**src/rtl/comp_sequencer.sv**
```systemverilog
// rtl/comp_sequencer.sv - per-period sample / compensate / duty-update sequencer for a digital PWM loop
module comp_sequencer #(
    parameter int PERIOD      = 512,
    parameter int SAMPLE_PT   = 400,
    parameter int ADC_TIMEOUT = 64,
    parameter int DUTY_MAX    = 486
) (
    input  logic       clk,
    input  logic       reset,
    input  logic       enable,
    input  logic [7:0] vref,
    output logic       adc_start,
    input  logic       adc_done,
    input  logic [7:0] adc_data,
    output logic [3:0] e_n_out,
    output logic       comp_step,
    input  logic [8:0] d_n_in,
    output logic [8:0] duty,
    output logic [8:0] cnt,
    output logic       period_start,
    output logic       adc_fault
);

    localparam int              TW         = $clog2(ADC_TIMEOUT + 1);
    localparam logic [8:0]      CNT_LAST   = 9'(PERIOD - 1);
    localparam logic [8:0]      CNT_SAMPLE = 9'(SAMPLE_PT);
    localparam logic [8:0]      DUTY_LIM   = 9'(DUTY_MAX);
    localparam logic [TW-1:0]   CONV_LAST  = TW'(ADC_TIMEOUT - 1);

    typedef enum logic [2:0] {
        IDLE,
        WAIT_SAMPLE,
        CONVERT,
        STEP,
        SETTLE,
        WAIT_PERIOD
    } state_t;

    state_t state, state_nxt;

    // conv_cnt counts cycles since adc_start, so the adc_start cycle itself is cycle 0
    logic [TW-1:0]    conv_cnt;
    logic             settle_cnt;
    logic [8:0]       duty_pend;
    logic [8:0]       duty_clamped;
    logic signed [8:0] err;
    logic [3:0]       err_sat;

    logic cnt_wrap;
    logic conv_accept;
    logic conv_expire;
    logic settle_done;

    assign cnt_wrap     = (cnt == CNT_LAST);
    assign adc_start    = (state == WAIT_SAMPLE) && (cnt == CNT_SAMPLE);
    assign period_start = (state != IDLE) && (cnt == 9'd0);

    // a done pulse on the last timeout cycle still counts as a good conversion
    assign conv_accept  = (state == CONVERT) && adc_done;
    assign conv_expire  = (state == CONVERT) && !adc_done && (conv_cnt == CONV_LAST);
    assign settle_done  = (state == SETTLE) && settle_cnt;

    assign err          = $signed({1'b0, vref}) - $signed({1'b0, adc_data});
    assign duty_clamped = (d_n_in > DUTY_LIM) ? DUTY_LIM : d_n_in;

    // saturate the raw error into the compensator's -4..+4 input range
    always_comb begin
        if (err > 9'sd4) begin
            err_sat = 4'b0100;
        end else if (err < -9'sd4) begin
            err_sat = 4'b1100;
        end else begin
            err_sat = err[3:0];
        end
    end

    // state register
    always_ff @(posedge clk or negedge reset) begin
        if (!reset) begin
            state <= IDLE;
        end else begin
            state <= state_nxt;
        end
    end

    // next-state logic; dropping enable always returns to IDLE
    always_comb begin
        state_nxt = state;
        if (!enable) begin
            state_nxt = IDLE;
        end else begin
            case (state)
                IDLE:        state_nxt = WAIT_SAMPLE;
                WAIT_SAMPLE: if (adc_start) state_nxt = CONVERT;
                CONVERT: begin
                    if (conv_accept) begin
                        state_nxt = STEP;
                    end else if (conv_expire) begin
                        state_nxt = WAIT_PERIOD;
                    end
                end
                STEP:        state_nxt = SETTLE;
                SETTLE:      if (settle_done) state_nxt = WAIT_PERIOD;
                WAIT_PERIOD: if (cnt_wrap) state_nxt = WAIT_SAMPLE;
                default:     state_nxt = IDLE;
            endcase
        end
    end

    // period counter, error/duty registers and the sticky fault flag
    always_ff @(posedge clk or negedge reset) begin
        if (!reset) begin
            cnt        <= 9'd0;
            duty       <= 9'd0;
            duty_pend  <= 9'd0;
            e_n_out    <= 4'd0;
            comp_step  <= 1'b0;
            conv_cnt   <= '0;
            settle_cnt <= 1'b0;
            adc_fault  <= 1'b0;
        end else if (!enable || state == IDLE) begin
            cnt        <= 9'd0;
            duty       <= 9'd0;
            duty_pend  <= 9'd0;
            e_n_out    <= 4'd0;
            comp_step  <= 1'b0;
            conv_cnt   <= '0;
            settle_cnt <= 1'b0;
        end else begin
            cnt        <= cnt_wrap ? 9'd0 : cnt + 9'd1;
            comp_step  <= conv_accept;
            settle_cnt <= (state == SETTLE) ? ~settle_cnt : 1'b0;

            if (adc_start) begin
                conv_cnt <= TW'(1);
            end else if (state == CONVERT) begin
                conv_cnt <= conv_cnt + TW'(1);
            end

            if (conv_accept) begin
                e_n_out <= err_sat;
            end else if (conv_expire) begin
                e_n_out   <= 4'd0;
                adc_fault <= 1'b1;
            end

            if (settle_done) begin
                duty_pend <= duty_clamped;
            end

            if (state == WAIT_PERIOD && cnt_wrap) begin
                duty <= duty_pend;
            end
        end
    end

endmodule

```
**config.mk**
```make
export PLATFORM = sky130hd
export DESIGN_NAME = comp_sequencer
export DESIGN_NICKNAME = d
export VERILOG_FILES = /design/src/rtl/comp_sequencer.sv
export SDC_FILE = /design/constraint.sdc
export NUM_CORES = 1
export LEC_CHECK = 0
export CORE_MARGIN = 4
export CORE_UTILIZATION = 30
export CTS_BUF_LIST = sky130_fd_sc_hd__clkbuf_4
export DETAILED_ROUTE_END_ITERATION = 10
export PLACE_DENSITY = 0.58
export SETUP_SLACK_MARGIN = 0.05
export SLEW_MARGIN = 20
export SYNTH_ARGS = -nofsm -noshare
export SYNTH_HDL_FRONTEND = slang
export SYNTH_SLANG_ARGS = --single-unit
```
**constraint.sdc**
```tcl
create_clock -name clk -period 2.65 [get_ports clk]
set_clock_uncertainty 0.1 [all_clocks]
set_input_delay 0.53 -clock clk [delete_from_list [all_inputs] [get_ports clk]]
set_output_delay 0.53 -clock clk [all_outputs]
set_load 0.02 [all_outputs]
```
=== Word level (Yosys, flattened, before mapping) ===
Cells that the tools add are included.

* Flip-flop bits (word level): 44
* Input port bits: 29
* Output and inout bits: 26

* Order comparisons: 3
* Reduce and logical (&&, ||, !) cells: 19
* Bitwise gates (word level): 3
* Mux-type cells: 25
* $add $sub $neg: 3
* Equal/unequal tests: 12

{| class="wikitable"
|+ Operators with widths
! kind !! number
|-
| two-way mux 9 bit || 7
|-
| two-way mux 7 bit || 3
|-
| two-way mux 4 bit || 5
|-
| equality test 9 bit (second input constant) || 2
|-
| two-way mux 3 bit || 6
|-
| one-hot mux 3 bit (6 select lines) || 1
|-
| adder 9 x 1 -> 9 bit (second input constant) || 1
|-
| > comparator 9 x 4 -> 1 bit (second input constant) || 1
|-
| > comparator 9 bit (second input constant) || 1
|-
| logical NOT 9 bit || 1
|-
| less-than comparator 9 x 3 -> 1 bit (second input constant) || 1
|-
| inequality test 3 bit (second input constant) || 3
|-
| nonzero test 3 bit || 3
|-
| subtractor 8 x 8 -> 9 bit || 1
|-
| adder 7 x 1 -> 7 bit (second input constant) || 1
|-
| equality test 7 x 6 -> 1 bit (second input constant) || 1
|-
| logical AND 1 bit || 7
|-
| equality test 3 x 2 -> 1 bit (second input constant) || 2
|-
| equality test 3 bit (second input constant) || 2
|-
| inequality test 4 bit (second input constant) || 1
|-
| AND reduction 4 bit || 1
|-
| nonzero test 2 bit || 2
|-
| equality test 3 x 1 -> 1 bit (second input constant) || 1
|-
| logical NOT 3 bit || 1
|-
| other kinds (5) || 10
|}

=== Depth between registers and ports, before layout ===
* Depth after elaboration: 7
* Depth in mapped cells: 11

=== Worst setup path after synthesis ===
OpenSTA, ideal clock, no wires.

* Path type: input to register
* Start point: in vref[0]
* End point: reg e_n_out[2]
* Arrival time: 2.448 ns
* Required time: 2.429 ns
* Slack: -0.019 ns
* Stages: 9
* Path buffers: 0
* Library setup time: 0.121 ns
* Cells stage by stage: inv_1 ha_1 fa_1 nand2b_1 a211oi_2 o21ai_0 a2111oi_0 nand4_1 a22o_1

* Word-level cells in the longest chain between the ends: 6

{| class="wikitable"
|+ Ends and longest elaborated chain
! item !! line !! RTL
|-
| from (decl) || 11 || <nowiki>input logic [7:0] vref,</nowiki>
|-
| subtractor 8 x 8 -> 9 bit * || 63 || <nowiki>assign err = $signed({1'b0, vref}) - $signed({1'b0, adc_data});</nowiki>
|-
| less-than comparator 9 x 3 -> 1 bit || 70 || <nowiki>end else if (err < -9'sd4) begin</nowiki>
|-
| two-way mux 4 bit || 70 ||
|-
| two-way mux 4 bit * || 68 || <nowiki>if (err > 9'sd4) begin</nowiki>
|-
| two-way mux 4 bit * || 140 || <nowiki>if (conv_accept) begin</nowiki>
|-
| two-way mux 4 bit * || 121 || <nowiki>end else if (!enable || state == IDLE) begin</nowiki>
|-
| to (signal assigned) || 141 || <nowiki>e_n_out <= err_sat;</nowiki>
|-
| to (decl) || 15 || <nowiki>output logic [3:0] e_n_out,</nowiki>
|}

Every way passes the cells marked *; elsewhere a longest branch is shown, timed or not.
A chain may end at the register's enable or synchronous reset.

=== Worst setup path in the final report ===
* Start point: in adc_data[0]
* End point: reg e_n_out[0]

* Word-level cells in the longest chain between the ends: 6

{| class="wikitable"
|+ Ends and longest elaborated chain
! item !! line !! RTL
|-
| from (decl) || 14 || <nowiki>input logic [7:0] adc_data,</nowiki>
|-
| subtractor 8 x 8 -> 9 bit * || 63 ||
|-
| less-than comparator 9 x 3 -> 1 bit || 70 ||
|-
| two-way mux 4 bit || 70 ||
|-
| two-way mux 4 bit * || 68 ||
|-
| two-way mux 4 bit * || 140 ||
|-
| two-way mux 4 bit * || 121 ||
|}

Marks and branches as above.

==> key figures <==
Cells and area
  – Ant diodes: 0
  – Fin nets: roughly 370
  – Fillers: 747
  – Area Overhead vs Synth: 44.4%
  – Share of cells above drive strength 1: 17.8%

Drt
  – Via count: a little over 2000
  – DR WL/cell: 12.7 um
  – Initial DRT Pass Iterations: 4
  – Initial DRC Count: 55
  – DR vias/cell: roughly 4.8
  – Post-route DRC: 0
  – Final WL: about 5500 um
  – Antenna viol nets, final: 0

Logic synthesis
  – Simple-Gate Fraction of Synth Area: around 18%
  – Synth Warn #: 0
  – Post-synthesis mux area share: less than 1%
  – Xor/xnor share of the synthesized area: between 5 and 6%
  – Cell Area, Synth: between 2000 and 2500 um2
  – Synth Flop Type: dfrtp_1
  – Asr flop ratio synth: between 90% and 100%
  – Main combinational cell family by area after synthesis: simple AND/OR/NAND/NOR gates
  – Mapped Cells: around 240
  – Post-synth net total: 286
  – Synth unique cells: 45
  – Adder-Cell Fraction of Synth Area: around 7.6%
  – Avg Inst Size Synth: 9.91 um2
  – Register bit total from synthesis: between 40 and 50
  – Number of enable flip-flop cells after synthesis: 0
  – Synth Area in Compound Gates: 17.5%
  – Register area share after synthesis: a little under half

Floorplan
  – Initial Utilization: between 30 and 40%
  – Die width: a little under 100 um
  – Core ar.: 7770 um2
  – Row count: 32
  – IO Pins: between 50 and 60
  – Die Y: 97.6 um
  – Die footprint: 9520 um2

Power and ir drop
  – Maximum vdd drop: between 0.00015 and 0.0002 V
  – Leak: 1.57 nW
  – Pwr Total: ~1.4 mW
  – Power per cell area: roughly 400 nW/um2

STA
  – Fin crit period: 2.52 ns
  – RSZ-0062 raised after global routing: no
  – FMAX: 396 MHz
  – Setup ws final: approximately 0.13 ns
  – Slew @ Worst Pin: between 0.6 and 0.7 ns
  – Final setup viols: 0
  – Worst hold slack: between 0.3 and 0.4 ns
  – Max Slew Vio Count: 0
  – Final Hold Viols: 0
  – Setup TNS: 0 ns
  – Final period util: between 90% and 100%
  – Rel. slew slack: 54.9%

GRT
  – GRT Total Usage: between 10% and 20%
  – First-pass GRT wire length: between 9000 and 10000 um
  – Vias in the first global route: approximately 2000
  – Largest net degree at the start of global routing: 32
  – Grt ovf: 0
  – Initial antenna violation count: 0

CTS
  – Clock transition at path regs: about 0.15 ns
  – CTS H-Tree Depth: 2
  – Clk buf depth: 2
  – CTS tree: yes
  – Clock root cell: clkbuf_4
  – CTS buffer count: 5
  – Worst-skew pair later-pin latency: about 0.37 ns
  – CTS sink cnt: 44

Outcome
  – Status: complete, no violations

Critical path
  – CP Capture Type: flop
  – Worst path arrival time: around 2.7 ns
  – Critical path class: in -> reg
  – Worst Path Required: around 2.8 ns
  – Startpoint Class: input pin
  – Crit Path Max Fanout: 3

Hold path
  – Worst hold path type: reg -> reg

Placement
  – Gpl congestion: 0.795
  – Dpl ws: -0.543 ns
  – Post-DP HPWL: 4250 um
  – PortBufs: 54

Run
  – Max-cap check violation count: 0
## final timing paths
| kind | slack, ns | startpoint | cells past startpoint | to |
|---|---|---|---|---|
| max in group asynchronous | 1.26 | reset | 3 | duty[6] |
| worst min register to register | 0.36 | settle_cnt | 1 | settle_cnt |
| min in group asynchronous | 0.48 | reset | 2 | cnt[3] |
| worst min-delay path | 0.36 | settle_cnt | 1 | settle_cnt |
| worst max-delay path | 0.13 | adc_data[0] | 10 | e_n_out[0] |
| worst max register to register | 0.31 | cnt[0] | 10 | duty[3] |
## state kept, by name (all words and copies together) (netlist names)
register	cells
e_n_out	4
adc_fault	1
state	3
conv_cnt	7
duty_pend	9
cnt	9
duty	9
settle_cnt	1
comp_step	1
## worst max-delay path, cell delays in order
cell and delay (ns):
dlygate4sd2_1 0.25, ha_2 0.19, fa_2 0.34, nand2b_4 0.16
a211oi_4 0.28, buf_6 0.15, o21ai_2 0.07, a2111oi_4 0.37
nand4_1 0.16, o211ai_1 0.19
## area by class of cell
cell class	count	area, um2	share of cell area, %
Clock buffer	5	37.5	1.08
Clock inverter	3	46.3	1.33
Inverter	18	67.6	1.94
Multi-Input combinational cell	174	1300	37.3
Sequential cell	44	1100	31.7
Tap cell	102	128	3.67
Timing Repair Buffer	88	801	23.0
## timing repair
action | CTS | global route
setup buffers | 1 | 3
pin swaps | 10 | 9
endpoints found under the setup margin | 5 | 3
endpoints found under the hold margin | 13 | 0
resized for setup | 13 | 8
hold buffers | 1 | 0
## power by group
part	switching [mW]	internal (mW)	total [mW]
Combinational	0.151	0.154	0.305
Clock	0.236	0.202	0.437
Sequential	0.00322	0.675	0.679
Total	0.390	1.03	1.42
## cells by family after synthesis
logic type / Yosys count
AOI/OAI and AO/OA: 56
and+or+nand+nor: 87
muxes: 1
adders and majority gates: 14
DFF: 44
xor gates and xnor gates: 16
buffers and inverters: 25
## per-layer routing
metal  up-vias  GRT usage, %  wire length, um
li1       1044             -                -
met1       968          15.5             2520
met2        45          18.1             2550
met3         5          3.59              364
met4         0          4.47               75
met5         -             0                0
## synth_stat cells, drive strengths merged, types with 2 or more instances
master	number	area share [%]
a2111oi	2	0.73
a21boi	4	1.2
a21o	2	0.62
a21oi	9	1.9
a22o	15	5.5
a32o	2	0.83
and3	3	0.78
buf	3	1.1
clkbuf	4	0.62
dfrtp	44	46
ha	13	6.8
inv	18	2.8
nand2	21	3.3
nand2b	4	1.0
nand3	5	1.0
nand4	8	2.1
nor2	25	3.9
nor2b	3	0.78
nor3	2	0.42
nor4	2	0.52
o211ai	3	0.94
o21ai	7	1.5
o31ai	3	0.94
or3	6	1.6
or4	3	0.94
xnor2	5	1.8
xor2	11	4.0
## layout by cell type (no fill, tap or decap), drive strengths merged, types with 4 or more instances in the layout
cell	n
nand4	8
nand2	21
nand3	5
a21oi	9
or3	6
xor2	11
nand2b	4
nor2	25
dfrtp	44
buf	34
a21boi	4
ha	13
a22o	15
clkdlybuf4s50	47
inv	19
xnor2	5
o21ai	7
dlygate4sd2	4
clkbuf	5
## per-stage QoR
stage | cells | utilization [%] | area, um2
after floorplan | 243 | - | 2430
after global placement | 421 | 42.1 | 3270
after detailed placement | 421 | 42.1 | 3270
after CTS | 431 | 44.0 | 3420
after global routing | 434 | 44.8 | 3480
final | 434 | 44.8 | 3480
No activity file was read; power rests on OpenSTA's default activity.
